File: src/rtl/mem_arbiter.sv
// Shares one single-word main-memory port between instruction fetch and data access.
// Each request is registered, issued once, and answered with a one-cycle ack.
module mem_arbiter #(
  parameter int unsigned             ADDRESS_SIZE  = 32,
  parameter int unsigned             DATA_SIZE     = 32,
  parameter logic [ADDRESS_SIZE-1:0] START_ADDRESS = 32'h8002_0000,
  parameter int unsigned             MEM_SIZE      = 1048578,
  parameter int unsigned             MAX_D_BURST   = 4
) (
  input  logic                    clk,
  input  logic                    rst_n,
  input  logic                    i_req,
  input  logic [ADDRESS_SIZE-1:0] i_addr,
  output logic                    i_ack,
  output logic [DATA_SIZE-1:0]    i_rdata,
  output logic                    i_err,
  input  logic                    d_req,
  input  logic [ADDRESS_SIZE-1:0] d_addr,
  input  logic [DATA_SIZE-1:0]    d_wdata,
  input  logic                    d_wren,
  input  logic                    d_byte,
  input  logic                    d_ubyte,
  output logic                    d_ack,
  output logic [DATA_SIZE-1:0]    d_rdata,
  output logic                    d_err,
  output logic [ADDRESS_SIZE-1:0] mem_addr,
  output logic [DATA_SIZE-1:0]    mem_d_in,
  output logic [1:0]              mem_acc_size,
  output logic                    mem_wren,
  output logic                    mem_enable,
  output logic                    mem_byteOnly,
  output logic                    mem_ubyte,
  input  logic [DATA_SIZE-1:0]    mem_d_out,
  input  logic                    mem_busy
);

  localparam int unsigned SW = $clog2(MAX_D_BURST + 1);
  localparam logic [SW-1:0] LP_MAXB = SW'(MAX_D_BURST);
  localparam logic [ADDRESS_SIZE:0] LP_MEM = (ADDRESS_SIZE + 1)'(MEM_SIZE);

  typedef enum logic [1:0] {IDLE, ISSUE, RESP} state_t;

  state_t                  r_state, w_next;
  logic                    r_owner, r_err, r_wren, r_byte, r_ubyte;
  logic [ADDRESS_SIZE-1:0] r_addr;
  logic [DATA_SIZE-1:0]    r_wdata;
  logic [SW-1:0]           r_starve;

  logic                    w_any, w_grant_d, w_byte, w_err, w_issue, w_resp;
  logic [ADDRESS_SIZE-1:0] w_addr;
  logic [ADDRESS_SIZE:0]   w_off, w_span;
  logic [DATA_SIZE-1:0]    w_rd;

  // Data normally wins; a fetch that has watched MAX_D_BURST data grants goes next.
  assign w_any     = i_req | d_req;
  assign w_grant_d = d_req & ~(i_req & (r_starve == LP_MAXB));
  assign w_addr    = w_grant_d ? d_addr : i_addr;
  assign w_byte    = w_grant_d & d_byte;

  // One extra bit keeps offset + span from wrapping near the top of the address space.
  assign w_off  = {1'b0, w_addr} - {1'b0, START_ADDRESS};
  assign w_span = w_byte ? (ADDRESS_SIZE + 1)'(1) : (ADDRESS_SIZE + 1)'(4);
  assign w_err  = (w_addr < START_ADDRESS) || ((w_off + w_span) > LP_MEM) ||
                  (!w_byte && (w_addr[1:0] != 2'b00));

  always_ff @(posedge clk) begin
    if (!rst_n) begin
      r_state  <= IDLE;
      r_owner  <= 1'b0;
      r_err    <= 1'b0;
      r_wren   <= 1'b0;
      r_byte   <= 1'b0;
      r_ubyte  <= 1'b0;
      r_addr   <= '0;
      r_wdata  <= '0;
      r_starve <= '0;
    end else begin
      r_state <= w_next;
      if (r_state == IDLE && w_any) begin
        r_owner <= w_grant_d;
        r_err   <= w_err;
        r_addr  <= w_addr;
        r_wdata <= w_grant_d ? d_wdata : '0;
        r_wren  <= w_grant_d & d_wren;
        r_byte  <= w_byte;
        r_ubyte <= w_grant_d & d_ubyte;
        if (w_grant_d && i_req) begin
          if (r_starve != LP_MAXB) r_starve <= r_starve + SW'(1);
        end else begin
          r_starve <= '0;
        end
      end
    end
  end

  // Memory is never enabled while reset is asserted, so a reset mid-access cannot write.
  assign w_issue = (r_state == ISSUE) && !r_err && rst_n;
  assign w_resp  = (r_state == RESP);
  assign w_rd    = (w_resp && !r_err && !r_wren) ? mem_d_out : '0;

  always_comb begin
    w_next       = r_state;
    mem_enable   = w_issue;
    mem_wren     = w_issue & r_wren;
    mem_byteOnly = r_byte;
    mem_ubyte    = r_ubyte;
    mem_addr     = r_addr;
    mem_d_in     = r_wdata;
    mem_acc_size = 2'b00;
    i_ack        = w_resp & ~r_owner;
    d_ack        = w_resp & r_owner;
    i_err        = w_resp & ~r_owner & r_err;
    d_err        = w_resp & r_owner & r_err;
    i_rdata      = r_owner ? '0 : w_rd;
    d_rdata      = r_owner ? w_rd : '0;
    case (r_state)
      IDLE:    if (w_any) w_next = ISSUE;
      ISSUE:   if (r_err || !mem_busy) w_next = RESP;
      RESP:    w_next = IDLE;
      default: w_next = IDLE;
    endcase
  end

endmodule

File: config.mk
export PLATFORM = sky130hd
export DESIGN_NAME = mem_arbiter
export DESIGN_NICKNAME = d
export VERILOG_FILES = /design/src/rtl/mem_arbiter.sv
export SDC_FILE = /design/constraint.sdc
export NUM_CORES = 1
export LEC_CHECK = 0
export ABC_AREA = 1
export CAP_MARGIN = 5
export CORE_MARGIN = 4
export CORE_UTILIZATION = 44
export CTS_CLUSTER_SIZE = 30
export DETAILED_ROUTE_END_ITERATION = 8
export HOLD_SLACK_MARGIN = 0.06
export PLACE_DENSITY_LB_ADDON = 0.25
export SLEW_MARGIN = 40
export SYNTH_ARGS = -nofsm -noshare
export SYNTH_HDL_FRONTEND = slang
export SYNTH_SLANG_ARGS = --single-unit
File: constraint.sdc
create_clock -name clk -period 9.8 [get_ports clk]
set_clock_uncertainty 0.05 [all_clocks]
set_input_delay 2.94 -clock clk [delete_from_list [all_inputs] [get_ports clk]]
set_output_delay 2.94 -clock clk [all_outputs]
set_load 0.02 [all_outputs]
==> results.sh <==
export IMPL_place_gp_congestion=0.9074
export IMPL_fp_row_count=40
export IMPL_ctsRootBufferMaster="clkbuf_16"
export IMPL_worst_slew_pin_slew_ns=0.6500
export IMPL_end_kind="primary output"
export IMPL_grt_pass1_vias=6213
export IMPL_io_buffers=271
export IMPL_synth_seq_cells=74
export IMPL_peakVddDrop_mv=0.09226
export IMPL_wl_mm=19.04
export IMPL_wl_per_cell_um=14.49
export IMPL_cts_tree="built"
export IMPL_vias=6527
export IMPL_clk_pin_slew_ns=0.06
export IMPL_gr_total_overflow=0
export IMPL_min_period_over_period_pct=78.64
export IMPL_hold_path_class="reg -> reg"
export IMPL_ys_warn_count=0
export IMPL_initial_core_util_pct=44.94
export IMPL_cp_data_arrival_time_ns=4.72
export IMPL_ant_nets=0
export IMPL_cts_sinks=74
export IMPL_ctsResizeCount=0
export IMPL_drt_iter0_drc=314
export IMPL_drt_pass1_iter_count=5
export IMPL_slew_viol_final=0
export IMPL_syn_inst=922
export IMPL_status="finished, final reports clean"
export IMPL_area_delta_synth_final_pct=56.24
export IMPL_fin_area_sq_mm=0.008433
export IMPL_start_kind="input pin"
export IMPL_core_area_sq_mm=0.01201
export IMPL_layout_common_cells="clkdlybuf4s50_1 (271), nand2_1 (269), inv_1 (138), nand3_1 (90), dfxtp_1 (74)"
export IMPL_final_hold_viol_count=0
export IMPL_clockBufferDepth=2
export IMPL_ios=274
export IMPL_layout_drive_gt1_share_pct=5.570
export IMPL_cts_made_buffers=9
export IMPL_finalSetupTns_ns=0
export IMPL_diodes=0
export IMPL_crit_fanout=36
export IMPL_grt_setup_unrepaired="false"
export IMPL_synth_cell_type_count=32
export IMPL_maxCapViolations=0
export IMPL_nets=1303
export IMPL_grt_start_max_net_pins=68
export IMPL_power_leakage_nw=3.789
export IMPL_fmax_mhz=129.8
export IMPL_postCtsSetupBuffers=0
export IMPL_syn_area_sq_mm=0.005398
export IMPL_die_h_um=118.8
export IMPL_min_period_ns=7.707
export IMPL_required_ns=6.81
export IMPL_insertion_delay_ns=0.33
export IMPL_fin_ws_ns=2.093
export IMPL_postSynthAreaPerCell_sq_um=5.854
export IMPL_dp_final_hpwl_mm=14.52
export IMPL_track_usage_pct=26.38
export IMPL_antenna_found_initial=0
export IMPL_grt_first_pass_wirelength_mm=30.67
export IMPL_htree_levels=3
export IMPL_p_per_area_mw_per_mm2=120.9
export IMPL_finalSetupViolCount=0
export IMPL_critPathKind="in -> out"
export IMPL_dp_slack_ns=2.084
export IMPL_routed_via_density=4.967
export IMPL_final_common_cell="clkdlybuf4s50_1"
export IMPL_drc=0
export IMPL_cts_hold_buf=0
export IMPL_ys_seq_area_share_pct=27.45
export IMPL_slew_headroom_pct=56.67
export IMPL_die_w_um=118.8
export IMPL_fp_dieArea_sq_mm=0.01410
export IMPL_post_dp_cell_area_sq_mm=0.008124
area by class of cell:
class | count | area, sq um
fillers | 1059 | 3578
repair buffers | 282 | 2795
flip-flops and latches | 74 | 1481
clock inverters | 7 | 83.83
clock buffers | 9 | 225.2
inverters | 143 | 536.8
multi-input cells | 652 | 3127
well taps | 147 | 183.9
worst max-delay path: stages:
cell	delay, ns
clkdlybuf4s50_1	0.46
buf_4	0.37
nand2_1	0.16
nor3_1	0.15
clkdlybuf4s50_1	0.63
cells by family after synthesis:
group,after synthesis,synth area share [%]
adder cells (fa/ha/maj),5,1.159
other,1,0.06947
XOR/XNOR,5,0.8113
buffers and inverters,197,14.90
flip-flops,74,27.45
AND/OR/NAND/NOR,549,45.53
AO/OA/AOI/OAI,91,10.08
stage by stage:
step	hold WS (ns)	instances	power, mW	util [%]
2_1_floorplan	0.3953	923	0.5299	-
3_3_place_gp	0.4013	1298	0.6750	67.64
3_5_place_dp	0.4052	1298	0.6791	67.64
4_1_cts	0.4140	1314	1.028	70.21
5_1_grt	0.4290	1314	1.074	70.21
6_report	0.4131	1314	1.020	70.21
power by group:
group          internal [mW]  switching (mW)
registers              0.329          0.0149
clock network          0.202           0.144
logic                  0.145           0.185
total                  0.676           0.343
sequential cells by signal (all words and copies together) (netlist names):
signal        flops
mem_byteOnly      1
mem_d_in         32
r_wren            1
mem_ubyte         1
r_starve          3
r_err             1
r_owner           1
r_state           2
mem_addr         32
synthesized netlist by cell type, drive strengths merged:
master | count | area, sq um
xor2 | 5 | 43.79
o21a | 1 | 7.510
inv | 142 | 533.0
buf | 21 | 143.9
nand3 | 94 | 485.5
clkinv | 1 | 3.750
o21ai | 14 | 77.58
nand3b | 19 | 142.6
a211oi | 1 | 7.510
nor3 | 69 | 345.3
nor2 | 77 | 331.6
nor3b | 1 | 7.510
conb | 1 | 3.750
nand4 | 5 | 31.28
o211ai | 30 | 225.2
dfxtp | 74 | 1481
a31oi | 1 | 6.260
clkbuf | 33 | 123.9
nand2 | 284 | 1114
ha | 5 | 62.56
a21oi | 44 | 220.2
final timing paths:
check / start / to / slack (ns) / depth (start not counted)
hold reg to reg: mem_d_in[24] / mem_d_in[24] / 0.41 / 2
setup / recovery: rst_n / mem_wren / 2.09 / 5
hold / removal: mem_d_in[24] / mem_d_in[24] / 0.41 / 2
setup reg to reg: r_starve[0] / r_err / 5.86 / 25
routing by layer:
metal / track usage (%) / part of all wire (%) / up-vias
li1: - / - / 3384
met1: 32.40 / 42 / 2924
met2: 44.58 / 48 / 206
met3: 9.569 / 9.1 / 13
met4: 5.141 / 0.89 / 0
met5: 0 / 0 / -
Power figures use the tool's default switching activity.
